### src/rtl/divider_pkg.sv
// divider_pkg: shared FSM encoding and sizing helper for the sequential divider
package divider_pkg;

    localparam logic [1:0] IDLE = 2'd0;
    localparam logic [1:0] CALC = 2'd1;
    localparam logic [1:0] DONE = 2'd2;

    localparam int DIV_W = 3;

    function automatic int cnt_w(input int w);
        return $clog2(2 * w);
    endfunction

endpackage

### src/rtl/seq_divider_if.sv
// seq_divider_if: request/result bundle between a requester and the divider
interface seq_divider_if #(parameter int W = 3);

    logic           start;
    logic [2*W-1:0] num1;
    logic [W-1:0]   num2;
    logic           busy;
    logic           done;
    logic [2*W-1:0] quotient;
    logic [W-1:0]   remainder;
    logic           div_by_zero;

    modport master (
        output start, num1, num2,
        input  busy, done, quotient, remainder, div_by_zero
    );

    modport slave (
        input  start, num1, num2,
        output busy, done, quotient, remainder, div_by_zero
    );

endinterface

### src/rtl/div_step.sv
// div_step: one restoring-division step (shift in a dividend bit, trial subtract)
module div_step #(parameter int W = 3) (
    input  logic [W:0]   pr_in,
    input  logic         in_bit,
    input  logic [W-1:0] divisor,
    output logic [W:0]   pr_out,
    output logic         qbit
);

    logic [W:0] sh;

    // pr_in[W] set means the shifted value exceeds W+1 bits, so it is certainly >= divisor
    always_comb begin
        sh     = {pr_in[W-1:0], in_bit};
        qbit   = pr_in[W] | (sh >= {1'b0, divisor});
        pr_out = qbit ? sh - {1'b0, divisor} : sh;
    end

endmodule

### src/rtl/seq_divider.sv
// seq_divider: sequential restoring divider, one quotient bit per clock
module seq_divider
    import divider_pkg::*;
#(
    parameter int W = DIV_W
) (
    input  logic         clk,
    input  logic         rst_n,
    seq_divider_if.slave bus
);

    localparam int CNT_W = cnt_w(W);

    logic [1:0]       state_q, state_d;
    logic [CNT_W-1:0] cnt_q, cnt_d;
    logic [2*W-1:0]   dvd_q, dvd_d;
    logic [W-1:0]     dvs_q, dvs_d;
    logic [W:0]       pr_q, pr_d;
    logic [2*W-1:0]   quot_q, quot_d;
    logic [W-1:0]     rem_q, rem_d;
    logic             busy_q, busy_d;
    logic             done_q, done_d;
    logic             dbz_q, dbz_d;
    logic [W:0]       pr_nx;
    logic             qbit;

    div_step #(.W(W)) u_step (
        .pr_in   (pr_q),
        .in_bit  (dvd_q[2*W-1]),
        .divisor (dvs_q),
        .pr_out  (pr_nx),
        .qbit    (qbit)
    );

    // Next-state: the dividend register doubles as the quotient register, quotient bits fill in from the LSB
    always_comb begin
        state_d = state_q;
        cnt_d   = cnt_q;
        dvd_d   = dvd_q;
        dvs_d   = dvs_q;
        pr_d    = pr_q;
        quot_d  = quot_q;
        rem_d   = rem_q;
        busy_d  = busy_q;
        done_d  = 1'b0;
        dbz_d   = dbz_q;
        if (state_q == CALC) begin
            dvd_d = {dvd_q[2*W-2:0], qbit};
            pr_d  = pr_nx;
            cnt_d = cnt_q + 1'b1;
            if (dvs_q == '0) begin
                state_d = DONE;
                quot_d  = '1;
                rem_d   = '0;
                dbz_d   = 1'b1;
                busy_d  = 1'b0;
                done_d  = 1'b1;
            end else if (cnt_q == CNT_W'(2*W-1)) begin
                state_d = DONE;
                quot_d  = {dvd_q[2*W-2:0], qbit};
                rem_d   = pr_nx[W-1:0];
                busy_d  = 1'b0;
                done_d  = 1'b1;
            end
        end else if (bus.start) begin
            state_d = CALC;
            cnt_d   = '0;
            dvd_d   = bus.num1;
            dvs_d   = bus.num2;
            pr_d    = '0;
            busy_d  = 1'b1;
            dbz_d   = 1'b0;
        end else if (state_q == DONE) begin
            state_d = IDLE;
        end
    end

    // State and result registers, asynchronously cleared
    always_ff @(posedge clk or negedge rst_n) begin
        if (!rst_n) begin
            state_q <= IDLE;
            cnt_q   <= '0;
            dvd_q   <= '0;
            dvs_q   <= '0;
            pr_q    <= '0;
            quot_q  <= '0;
            rem_q   <= '0;
            busy_q  <= 1'b0;
            done_q  <= 1'b0;
            dbz_q   <= 1'b0;
        end else begin
            state_q <= state_d;
            cnt_q   <= cnt_d;
            dvd_q   <= dvd_d;
            dvs_q   <= dvs_d;
            pr_q    <= pr_d;
            quot_q  <= quot_d;
            rem_q   <= rem_d;
            busy_q  <= busy_d;
            done_q  <= done_d;
            dbz_q   <= dbz_d;
        end
    end

    assign bus.busy        = busy_q;
    assign bus.done        = done_q;
    assign bus.quotient    = quot_q;
    assign bus.remainder   = rem_q;
    assign bus.div_by_zero = dbz_q;

endmodule

### src/flat_wrapper.sv
// flat-port wrapper written by rule: the top's interface ports become plain ports
module seq_divider_flat import divider_pkg::*;
#(
    parameter int W = DIV_W
)
  (clk, rst_n, bus_start, bus_num1, bus_num2, bus_busy, bus_done, bus_quotient, bus_remainder, bus_div_by_zero);
  seq_divider_if #(.W(W)) bus_i ();
  input  logic clk;
  input  logic rst_n;
  input wire logic [$bits(bus_i.start)-1:0] bus_start;
  input wire logic [$bits(bus_i.num1)-1:0] bus_num1;
  input wire logic [$bits(bus_i.num2)-1:0] bus_num2;
  output wire logic [$bits(bus_i.busy)-1:0] bus_busy;
  output wire logic [$bits(bus_i.done)-1:0] bus_done;
  output wire logic [$bits(bus_i.quotient)-1:0] bus_quotient;
  output wire logic [$bits(bus_i.remainder)-1:0] bus_remainder;
  output wire logic [$bits(bus_i.div_by_zero)-1:0] bus_div_by_zero;
  assign bus_i.start = bus_start;
  assign bus_i.num1 = bus_num1;
  assign bus_i.num2 = bus_num2;
  assign bus_busy = bus_i.busy;
  assign bus_done = bus_i.done;
  assign bus_quotient = bus_i.quotient;
  assign bus_remainder = bus_i.remainder;
  assign bus_div_by_zero = bus_i.div_by_zero;
  seq_divider #(.W(W)) u_core (.clk(clk), .rst_n(rst_n), .bus(bus_i));
endmodule
### config.mk
export PLATFORM = sky130hd
export DESIGN_NAME = seq_divider_flat
export DESIGN_NICKNAME = d
export VERILOG_FILES = /design/src/rtl/divider_pkg.sv /design/src/rtl/seq_divider_if.sv /design/src/rtl/div_step.sv /design/src/rtl/seq_divider.sv /design/src/flat_wrapper.sv
export SDC_FILE = /design/constraint.sdc
export NUM_CORES = 1
export LEC_CHECK = 0
export CAP_MARGIN = 20
export CORE_MARGIN = 5
export CORE_UTILIZATION = 47
export CTS_CLUSTER_SIZE = 20
export DETAILED_ROUTE_END_ITERATION = 8
export PLACE_DENSITY = 0.75
export SLEW_MARGIN = 20
export SYNTH_ARGS = -nofsm -noshare
export SYNTH_HDL_FRONTEND = slang
export SYNTH_SLANG_ARGS = --single-unit
### constraint.sdc
create_clock -name clk -period 1.6 [get_ports clk]
set_input_delay 0.24 -clock clk [delete_from_list [all_inputs] [get_ports clk]]
set_output_delay 0.24 -clock clk [all_outputs]
set_load 0.005 [all_outputs]
==> results.txt <==
The reported net switching power came out at 1.59 mW. Summing all non-filler instances in the final layout gives an area of 1880 um2. The number of diodes came out at 0.

The smallest setup slack after layout came out at -131 ps. Summing over every cut layer, the via total after detailed routing is 1152. Sequential elements use 52.4% of the synthesized area.

Across every metal layer, demand over resource in global routing totals 17.1%. The area of the die came out at 4250 um2. The effective utilization at floorplan came out at 48.1%. The number of nets in the finished design came out at 189. The slew at the pin closest to its max-slew limit came out at 390 ps. The total length of routed wires came out at 3.26 mm. The average cell area after synthesis came out at 10.9 um2. The finished layout holds 205 standard cells, fillers aside. The total power is 3.91 mW. The final-report max-slew violation count came out at 0. The startpoint identified for the worst register-to-register timing path is u_core.dvd_q[5]. The area after detailed placement is 1770 um2. Across the routed clock network, the largest skew measured is 9.80 ps. The number of library cell types mapped by synthesis came out at 30. Summing the areas of all and, or, nand and nor instances in the mapped netlist gives 14.8% of the synthesized area.

The first global-routing pass estimated 5.58 mm of wire. The filler cells instantiated in the layout total 244. By startpoint and endpoint, the worst setup path is classified as register to register.

The required arrival time at the worst endpoint came out at 1860 ps. In this run the clock root is driven by a sky130_fd_sc_hd__clkbuf_4. The proportion of power drawn by the clock network is 12.5%. The worst setup path is launched from a register. The final count of hold timing violations came out at 0. The antenna violation net count after detailed routing came out at 0. The total number of clock tree sinks is 30.

The remaining routing DRC violations came out at 0. The cell row count came out at 20. The XOR/XNOR share of the synthesized area came out at 0%. The power share of the sequential group came out at 34.2%. The clock latency at the later pin of the worst-skew pair came out at 340 ps. The via count of the first global-routing pass is 1185. The proportion of synthesized area in mux cells came out at 7.26%.

The share of total power dissipated in combinational logic is 53.3%. The routed length per placed instance is 15.9 um. After detailed routing, the number of vias per cell comes to 5.62.

The highest attainable clock frequency is 578 MHz. The maximum fanout count along the critical path came out at 5. The worst setup path is captured at a register. The number of flip-flops and latches in the synthesized netlist came out at 30.

Relative to the synthesized area, the layout overhead comes to 31.4%. The post-synthesis cell area is 1430 um2. The die is 65.2 um wide.

The violation count after the first detailed-routing iteration came out at 46. The tightest hold margin came out at 285 ps. The areal power density over the cells is 2080 nW/um2.

The synthesized netlist devotes 15.8% of its cell area to compound gates. The switching power as a share of total power came out at 40.6%. The number of optimization iterations in the first detailed-route pass came out at 4. The adder-cell share of the synthesized area came out at 5.77%. Setup repair after global routing could not meet its margin everywhere. Buffers placed on the I/O ports in this run total 23. The run finished, with violations left. The number of nets handed over by synthesis was 149. The synthesized netlist cell count came out at 131. The cell leakage power is 0.849 nW. The number of antenna violations at the first check in global routing is 0. The pin count of the biggest net entering global routing is 31. The count of placed standard cells including taps is 194.

The worst reg2reg path depth came out at 8. The clock tree buffer depth came out at 2. The die is 65.2 um tall. The core box area is 2980 um2.

The fraction of the cycle the final worst path needs came out at 108%. The internal power of the cells is 2.33 mW. The fraction of final layout cells sized beyond drive strength 1 is 25.0%. The storage element area came out at 751 um2.

The routability congestion estimate is 0.849. The final critical delay including setup and external delays is 1730 ps. The H-tree depth came out at 2. In this run the count of I/O pins placed on the die edge is 24. Detailed placement finished with a half-perimeter wire length of 2.33 mm. The clock transition time at the flip-flop clock pins of the worst setup and hold paths is 100 ps. In this run the register-to-register setup slack is -130 ps. The worst max-slew margin expressed relative to the limit came out at 73.8%. The arrival time of the worst setup path is 1990 ps. TritonCTS built the clock tree. Setup violations remaining at the end of the flow were counted as 8. The area of the multi-input gates came out at 656 um2.

The checks that failed: setup timing. Across the run, the number of max-cap violations was 0. The total congestion overflow came out at 0. After synthesis, the largest family of logic cells by area is compound AO/OA/AOI/OAI gates. The TritonCTS buffer count came out at 5.

In this run the worst hold path is classified as primary input to async pin. In this run the critical register-to-register path is captured at u_core.bus.remainder[0]. The total number of yosys warnings is 0.

The worst IR drop on VDD came out at 1.22 mV.
[kinds of logic (layout without fill, tap and decap cells)]
family	after synthesis	after routing
flip-flops	30	30
adder cells (fa/ha/maj)	6	6
multiplexers	10	10
AO/OA/AOI/OAI	35	35
AND/OR/NAND/NOR	37	37
buffers and inverters	13	54
[what timing repair did]
action	in CTS	in global routing
resized for setup	9	2
hold buffers	0	0
endpoints found under the setup margin	8	9
buffers inserted	1	2
pin swaps	6	3
[through the flow]
step	utilization [%]	setup slack, ps	setup TNS (ps)
floorplan	-	16.4	0
global placement	59.3	-17.6	-28.9
detailed placement	59.3	-112	-511
CTS	62.3	-93.5	-391
global route	63.2	-239	-1460
finish	63.2	-131	-527
[synth_stat cells (all sizes together)]
master / instances / area [um2]
nor2b: 2 / 12.5
a21oi: 4 / 20.0
nand2: 19 / 71.3
a22o: 2 / 17.5
and4: 1 / 11.3
nand2b: 1 / 6.26
mux2i: 7 / 70.1
nor4: 2 / 18.8
inv: 9 / 33.8
mux2: 3 / 33.8
buf: 4 / 22.5
nand3b: 1 / 20.0
nor3: 2 / 26.3
ha: 5 / 62.6
fa: 1 / 20.0
nor2: 3 / 11.3
dfrtp: 30 / 751
o22a: 6 / 52.6
o21ai: 21 / 120
a211o: 1 / 8.76
a211oi: 1 / 7.51
and2: 1 / 8.76
nand3: 5 / 25.0
[how the worst max path moves through the flow]
stage / startpoint / end / cells past startpoint
6_report: u_core.dvd_q[5] / u_core.bus.remainder[0] / 8
3_3_place_gp: u_core.dvd_q[5] / u_core.bus.remainder[1] / 8
2_1_floorplan: u_core.dvd_q[5] / u_core.bus.remainder[1] / 8
3_5_place_dp: u_core.dvd_q[5] / u_core.pr_q[0] / 8
4_1_cts: u_core.dvd_q[5] / u_core.pr_q[0] / 8
5_1_grt: u_core.dvd_q[5] / u_core.pr_q[1] / 8
[final cells by class]
class                           count  area share (%)
Clock buffer                        6            2.73
Clock inverter                      2           0.665
Inverter                            9            1.80
Multi-Input combinational cell     88            34.9
Sequential cell                    30            39.9
Tap cell                           33            2.20
Timing Repair Buffer               37            17.8
[routing by layer]
layer  track usage, %  wire length (um)  vias to the layer above
met5                0                 0                        -
met4             7.25                57                        0
met3             4.79               169                       10
met2             27.1              1620                       33
met1             22.0              1420                      567
li1                 -                 -                      542
[power groups by stage]
stage,clock network (mW),registers (mW),logic [mW]
final,0.490,1.34,2.09
after global routing,0.558,1.38,2.29
after CTS,0.495,1.33,1.99
after detailed placement,0,1.34,1.86
after global placement,0,1.32,1.77
after floorplan,0,1.30,1.20
[critical path: stages, from the launching register on]
cell and delay [ps]:
sky130_fd_sc_hd__dfrtp_1 400, sky130_fd_sc_hd__inv_1 60, sky130_fd_sc_hd__ha_2 180, sky130_fd_sc_hd__inv_2 40
sky130_fd_sc_hd__fa_2 390, sky130_fd_sc_hd__o21ai_2 130, sky130_fd_sc_hd__nand2_1 70, sky130_fd_sc_hd__a22o_1 240
sky130_fd_sc_hd__o21ai_1 140
[state kept, by name, indices dropped and copies added (netlist names)]
register                flops
u_core.dvs_q                3
u_core.bus.div_by_zero      1
u_core.cnt_q                3
u_core.pr_q                 4
u_core.bus.done             1
u_core.state_q              2
u_core.bus.quotient         6
u_core.bus.busy             1
u_core.dvd_q                6
u_core.bus.remainder        3
[layout by cell type, fill, tap and decap left out, types with 3 or more instances in the layout]
cell	n
sky130_fd_sc_hd__a21oi_1	3
sky130_fd_sc_hd__buf_4	14
sky130_fd_sc_hd__clkbuf_4	5
sky130_fd_sc_hd__clkdlybuf4s50_1	23
sky130_fd_sc_hd__dfrtp_1	30
sky130_fd_sc_hd__ha_1	4
sky130_fd_sc_hd__inv_1	7
sky130_fd_sc_hd__mux2_2	3
sky130_fd_sc_hd__mux2i_1	7
sky130_fd_sc_hd__nand2_1	19
sky130_fd_sc_hd__nand3_1	4
sky130_fd_sc_hd__nor2_1	3
sky130_fd_sc_hd__o21ai_0	13
sky130_fd_sc_hd__o21ai_1	3
sky130_fd_sc_hd__o21ai_2	4
sky130_fd_sc_hd__o22a_1	6
No activity file was read; power rests on OpenSTA's default activity.
